File: config.mk
export PLATFORM = sky130hd
export DESIGN_NAME = instruction_fetch_unit
export DESIGN_NICKNAME = d
export VERILOG_FILES = /design/src/rtl/instruction_fetch_unit.sv
export SDC_FILE = /design/constraint.sdc
export NUM_CORES = 1
export LEC_CHECK = 0
export BUFFER_PORTS_ARGS = -buffer_cell sky130_fd_sc_hd__buf_4
export CAP_MARGIN = 10
export CORE_MARGIN = 1
export CORE_UTILIZATION = 45
export DETAILED_ROUTE_END_ITERATION = 12
export GPL_ROUTABILITY_DRIVEN = 0
export PLACE_DENSITY = 0.7
export SYNTH_ARGS = -nofsm -noshare
export SYNTH_HDL_FRONTEND = slang
export SYNTH_SLANG_ARGS = --single-unit
File: constraint.sdc
create_clock -name CLK -period 2.1 [get_ports CLK]
set_clock_uncertainty 0.2 [all_clocks]
set_input_delay 0.315 -clock CLK [delete_from_list [all_inputs] [get_ports CLK]]
set_output_delay 0.315 -clock CLK [all_outputs]
set_load 0.005 [all_outputs]
File: src/rtl/instruction_fetch_unit.sv
// Instruction fetch unit: issues one memory read per start request, captures the
// returned word for the instruction register and maintains the program counter.
module instruction_fetch_unit #(
  parameter logic [15:0] RESET_PC = 16'h0000,
  parameter int unsigned TIMEOUT  = 15
) (
  input  logic        CLK,
  input  logic        RST_N,
  input  logic        input_IF_start,
  input  logic        input_IF_PCWrite,
  input  logic [15:0] input_IF_PCTarget,
  input  logic [15:0] input_IF_MemRdata,
  input  logic        input_IF_MemReady,
  output logic        Output_IF_MemReq,
  output logic [15:0] Output_IF_MemAddr,
  output logic [15:0] Output_IF_Instru,
  output logic        Output_IF_IRWrite,
  output logic [15:0] Output_IF_PC,
  output logic [15:0] Output_IF_PCNext,
  output logic        Output_IF_Busy,
  output logic        Output_IF_Fault,
  output logic [1:0]  dbg_state
);

  // Memory handshake: MemReq is held high with MemAddr stable for the whole WAIT
  // state; the read completes on the first rising edge in WAIT with MemReady=1.
  typedef enum logic [1:0] {
    S_IDLE  = 2'd0,
    S_WAIT  = 2'd1,
    S_DONE  = 2'd2,
    S_FAULT = 2'd3
  } state_e;

  localparam logic [15:0] RESET_PC_EVEN = {RESET_PC[15:1], 1'b0};
  localparam logic [7:0]  TO_LAST       = 8'(TIMEOUT - 1);

  state_e      state_q, state_d;
  logic [15:0] pc_q, pc_d;
  logic [15:0] addr_q, addr_d;
  logic [15:0] instru_q, instru_d;
  logic [15:0] cap_pc_q, cap_pc_d;
  logic [7:0]  cnt_q, cnt_d;
  logic        pend_v_q, pend_v_d;
  logic [15:0] pend_t_q, pend_t_d;
  logic        req_q, req_d;
  logic        irw_q, irw_d;
  logic        fault_q, fault_d;
  logic [15:0] target;

  assign target = {input_IF_PCTarget[15:1], 1'b0};

  always_comb begin
    state_d  = state_q;
    pc_d     = pc_q;
    addr_d   = addr_q;
    instru_d = instru_q;
    cap_pc_d = cap_pc_q;
    cnt_d    = cnt_q;
    pend_v_d = pend_v_q;
    pend_t_d = pend_t_q;
    req_d    = 1'b0;
    irw_d    = 1'b0;
    fault_d  = fault_q;
    case (state_q)
      S_IDLE: begin
        if (input_IF_PCWrite) pc_d = target;
        if (input_IF_start) begin
          addr_d   = input_IF_PCWrite ? target : pc_q;
          cnt_d    = 8'd0;
          pend_v_d = 1'b0;
          req_d    = 1'b1;
          state_d  = S_WAIT;
        end
      end
      S_WAIT: begin
        req_d = 1'b1;
        // A redirect arriving mid-fetch is deferred; the latest target wins.
        if (input_IF_PCWrite) begin
          pend_v_d = 1'b1;
          pend_t_d = target;
        end
        if (input_IF_MemReady) begin
          instru_d = input_IF_MemRdata;
          cap_pc_d = addr_q;
          if (input_IF_PCWrite)  pc_d = target;
          else if (pend_v_q)     pc_d = pend_t_q;
          else                   pc_d = addr_q + 16'd2;
          pend_v_d = 1'b0;
          req_d    = 1'b0;
          irw_d    = 1'b1;
          state_d  = S_DONE;
        end else if (cnt_q == TO_LAST) begin
          pend_v_d = 1'b0;
          req_d    = 1'b0;
          fault_d  = 1'b1;
          state_d  = S_FAULT;
        end else begin
          cnt_d = cnt_q + 8'd1;
        end
      end
      S_DONE: begin
        if (input_IF_PCWrite) pc_d = target;
        state_d = S_IDLE;
      end
      S_FAULT: begin
        fault_d = 1'b1;
        if (input_IF_PCWrite) begin
          pc_d    = target;
          fault_d = 1'b0;
          state_d = S_IDLE;
        end
      end
      default: state_d = S_IDLE;
    endcase
  end

  always_ff @(posedge CLK or negedge RST_N) begin
    if (!RST_N) begin
      state_q  <= S_IDLE;
      pc_q     <= RESET_PC_EVEN;
      addr_q   <= 16'h0000;
      instru_q <= 16'h0000;
      cap_pc_q <= 16'h0000;
      cnt_q    <= 8'd0;
      pend_v_q <= 1'b0;
      pend_t_q <= 16'h0000;
      req_q    <= 1'b0;
      irw_q    <= 1'b0;
      fault_q  <= 1'b0;
    end else begin
      state_q  <= state_d;
      pc_q     <= pc_d;
      addr_q   <= addr_d;
      instru_q <= instru_d;
      cap_pc_q <= cap_pc_d;
      cnt_q    <= cnt_d;
      pend_v_q <= pend_v_d;
      pend_t_q <= pend_t_d;
      req_q    <= req_d;
      irw_q    <= irw_d;
      fault_q  <= fault_d;
    end
  end

  assign Output_IF_MemReq  = req_q;
  assign Output_IF_MemAddr = addr_q;
  assign Output_IF_Instru  = instru_q;
  assign Output_IF_IRWrite = irw_q;
  assign Output_IF_PC      = cap_pc_q;
  assign Output_IF_PCNext  = pc_q + 16'd2;
  assign Output_IF_Busy    = (state_q != S_IDLE);
  assign Output_IF_Fault   = fault_q;
  assign dbg_state         = state_q;

endmodule

# After elaboration in Yosys (flattened, before gate mapping)
# Index checks and enable logic that the tools add are counted.
[word_totals]
latchBits = 0
regBits = 93
output_inout_bits = 70
input_bits = 37
ram_bits = 0
mem_bits_ro = 0
n_memories = 0
wordCells = 67
[op_classes]
n_mux = 29
n_bitwise = 0
add_sub_neg = 3
magnitude_cmp = 0
mul = 0
n_shift = 0
n_eq_ne = 12
div = 0
n_reduce_logical = 12
[ops]
columns = ["operator", "n"]
rows = [
  ["$mux 16", 4],
  ["$add 16x2->16 const B", 2],
  ["$pmux 16 s2", 1],
  ["$mux 8", 3],
  ["$pmux 8 s2", 1],
  ["$mux 1", 12],
  ["$ne 2x2->1 const B", 6],
  ["$reduce_and 3->1", 3],
  ["$add 8x1->8 const B", 1],
  ["$eq 8x4->1 const B", 1],
  ["$mux 2", 4],
  ["$pmux 2 s4", 1],
  ["$pmux 1 s2", 3],
  ["$reduce_and 2->1", 3],
  ["$reduce_bool 2->1", 3],
  ["$eq 2x2->1 const B", 2],
  ["$ne 4x4->1 const B", 1],
  ["$reduce_and 4->1", 1],
  ["$ne 3x3->1 const B", 1],
  ["$reduce_or 3->1", 1],
  ["$eq 2x1->1 const B", 1],
  ["$logic_not 2->1", 1],
]

# Depth between registers and ports, before layout
[logic_depth]
depth_word = 5
mapped_depth = 7
depth_no_buf = 6

# Least setup slack after synthesis
# OpenSTA, ideal clock, no wires.
[synth_path]
path_kind = "register to register"
from = "reg cnt_q[0]"
to = "reg cnt_q[2]"
period_less_slack_ns = 1.963
setup_time_ns = 0.095
setup_slack_ns = 0.137
arrival_ns = 1.668
path_buffers = 1
stages_incl_launch_ff = 8
required_ns = 1.805
path_cell_list = "dfrtp_1 -> inv_1 -> ha_1 -> or4b_4 -> o31ai_4 -> buf_6 -> o211ai_1 -> o31ai_1"
[synth_via]
elab_chain_cells = 4
elab_cells_between_ends = 7
classes_between = "add/sub (1); eq/ne (2); mux (3); reduce/logical (1)"
[synth_lines]
columns = ["item", "line", "rtl"]
rows = [
  ["from (decl)", "42", "logic [7:0] cnt_q, cnt_d;"],
  ["from (signal assigned)", "136", "cnt_q <= cnt_d;"],
  ["$add 8x1->8", "98", "cnt_d = cnt_q + 8'd1;"],
  ["$mux 8", "92", "end else if (cnt_q == TO_LAST) begin"],
  ["$mux 8", "82", "if (input_IF_MemReady) begin"],
  ["$pmux 8 s2", "64", "case (state_q)"],
]
# Parallel ways exist; a longest one is shown, timed or not. The select of a mux whose other input is x is not followed.
# A chain may end at the register's enable or synchronous reset.

# Worst setup path after layout
[layout_path]
from = "reg cnt_q[0]"
to = "reg cnt_q[7]"
# The elaborated chain is that of the path after synthesis.

==> impl_metrics.tcl <==
set metrics [dict create \
    ys_warn_count 0 \
    die_area_um2 10600 \
    drt_iter0_drc 169 \
    setup_slack_ns -0.0446 \
    syn_inst 480 \
    start_util 0.465 \
    synth_area_um2 4570 \
    grt_pass1_wl_mm 19.7 \
    grt_max_degree 35 \
    clk_pin_slew_ns 0.09 \
    relSlewSlack 0.711 \
    syn_avg_cell_area_um2 9.51 \
    drt-total-wl_mm 12.8 \
    syn_to_final_growth_pct 39.3 \
    ys_seq_area_frac 0.510 \
    power.static_leakage_nw 3.05 \
    grt_overflow_total 0 \
    finalSetupTns_ns -0.105 \
    clk_path_buf_depth 2 \
    holdCritPathClass "in2reg" \
    core.rowCount 36 \
    cts.sinks 93 \
    finalCritPeriodShare 1.02 \
    crit_path_end_kind "register" \
    power_density_nw_per_um2 1330 \
    grt_pass1_vias 3993 \
    ant_nets 0 \
    critPathMaxStageDelay_ns 0.48 \
    stdcell_count 784 \
    nFillCells 813 \
    cts_tree "yes" \
    report.power.total_mw 8.48 \
    ir_drop_v 0.000769 \
    fin_util 0.648 \
    rsz0062_at_grt "yes" \
    synth_common_cells "129 x nand2_1, 93 x dfrtp_1, 34 x o21ai_0, 20 x nand3_1" \
    hold_depth 3 \
    synth-seq-cells 93 \
    cts_buffers 9 \
    hpwl_mm 9.06 \
    insertedDiodeCount 0 \
    arrival_ns 2.18 \
    clock-root-buffer "clkbuf_8" \
    crit_buf_inv 2 \
    required_ns 2.13 \
    finalHoldViolations 0 \
    r2r_cells 7 \
    finalCriticalPeriod_ns 2.14 \
    yosysTopAreaCell "dfrtp_1" \
    synth_edf_count 0 \
    worst-path-stages 7 \
    drv_cap 0 \
    die_h_um 103 \
    drive_gt1_frac 0.336 \
    ys.flop_type "dfrtp_1" \
    cp_top_family "simple AND/OR/NAND/NOR gates" \
    core_area_um2 9820 \
    final_net_count 688 \
    synth_fp_nets 521 \
    wl_per_cell_um 16.3 \
    ys_types 53 \
    synth.most_common_cell "nand2_1" \
    timing.critical_path.slowest_stage_cell "or4b_4" \
    fmax_mhz 466 \
    post-place-ws_ns 0.0216 \
    place_area_um2 5750 \
    vias 4215 \
    crit_chain "inv_1, ha_2, or4b_4, o31ai_4, buf_4, or4_1, a21oi_1" \
    drc 0 \
    outcome "finished, violations left" \
    antenna_found_initial 0 \
    synth_top_cell_area_share 0.510 \
    avgViaCountPerCell 5.38 \
    setup_viol 7 \
    clk_latency_ns 0.35 \
    synthTopCellsByArea "dfrtp_1 51%, nand2_1 11%, o21ai_0 3.7%, mux2_2 3.7%, mux2i_1 3.3%" \
    ios 107 \
    async_flop_share 1.00 \
    violations "setup timing" \
    whs_ns 0.00549 \
    crit_type "reg2reg" \
    chipWidth_um 103 \
    grt_usage 0.246 \
    critPathMaxFanout 6 \
    worst_pin_slew_ns 0.433 \
    critPathLaunchType "register" \
    io_buffers 105 \
    final_cell_area_um2 6360 \
    first_pass_iters 4 \
    htree_num_levels 3 \
    finalMaxSlewViolations 0 \
    dp.cells 736 \
]
==> area by class of cell <==
type	instances	area, um2	area share
clock buffer	10	138	0.0216
clock inverter	5	61.3	0.00963
inverter	10	37.5	0.00590
multi-input combinational	349	2180	0.342
sequential	93	2330	0.366
tap	133	166	0.0262
timing repair buffer	184	1460	0.229
==> kinds of logic after synthesis <==
family / share of synthesized area
xor+xnor: 0.0403
mux: 0.0699
flops: 0.510
compound gates: 0.126
buf+inv: 0.0364
fa+ha+maj: 0.0110
simple gates: 0.207
==> worst paths after layout <==
| path | slack, ns | start | end |
|---|---|---|---|
| hold reg to reg | 0.28 | Output_IF_PC[7] | Output_IF_PC[7] |
| max in group asynchronous | 0.85 | RST_N | pend_t_q[14] |
| hold / removal | 0.005 | input_IF_PCTarget[12] | pc_q[12] |
| setup / recovery | -0.04 | cnt_q[0] | cnt_q[7] |
| min in group asynchronous | 0.24 | RST_N | Output_IF_Instru[4] |
| setup reg to reg | -0.04 | cnt_q[0] | cnt_q[7] |
==> layer usage <==
metal | share of wire | wire length [um] | vias to the layer above | GRT usage
met1 | 0.43 | 5520 | 2012 | 0.314
met4 | 0.019 | 246 | 0 | 0.0748
li1 | - | - | 2014 | -
met3 | 0.067 | 858 | 17 | 0.0583
met2 | 0.48 | 6180 | 172 | 0.416
met5 | 0 | 0 | - | 0
==> placed cells by master, fill, tap and decap left out, types with 4 or more instances in the layout <==
master         count
buf_4            159
nand2_1          129
dfrtp_1           93
o21ai_0           33
dlygate4sd3_1     22
nand3_1           17
nor2_1            16
mux2i_1           15
mux2_2            15
xnor2_1           14
a21oi_1           10
clkbuf_8          10
inv_1              9
o31ai_1            7
a22oi_1            7
nor4_1             6
and3_1             5
xor2_1             5
nand4_1            4
or4_1              4
==> repair_timing <==
action / in CTS / in global routing
cloned: 0 / 1
endpoints found under the hold margin: 46 / 3
endpoints found under the setup margin: 9 / 11
hold buffers: 19 / 3
pin swaps: 7 / 10
setup buffers: 5 / 5
gates resized for setup: 14 / 13
==> worst reg2reg max path, stage by stage, from the launching register on <==
cell and delay [ns]:
dfrtp_1 0.40, inv_1 0.07, ha_2 0.15, or4b_4 0.48, o31ai_4 0.36, buf_4 0.20, or4_1 0.11, a21oi_1 0.06
==> flip-flops by register name (all words and copies together), names as in the netlist <==
register	flops
Output_IF_PC	16
pend_t_q	15
pc_q	16
pend_v_q	1
Output_IF_MemReq	1
Output_IF_Fault	1
Output_IF_MemAddr	16
Output_IF_IRWrite	1
dbg_state	2
cnt_q	8
Output_IF_Instru	16
==> where the power goes <==
group | internal (mW) | switching, mW | leakage (nW)
Combinational | 2.17 | 1.94 | 1.80
Sequential | 2.55 | 0.619 | 1.16
Clock | 0.578 | 0.630 | 0.0906
No activity file was read; power rests on OpenSTA's default activity.
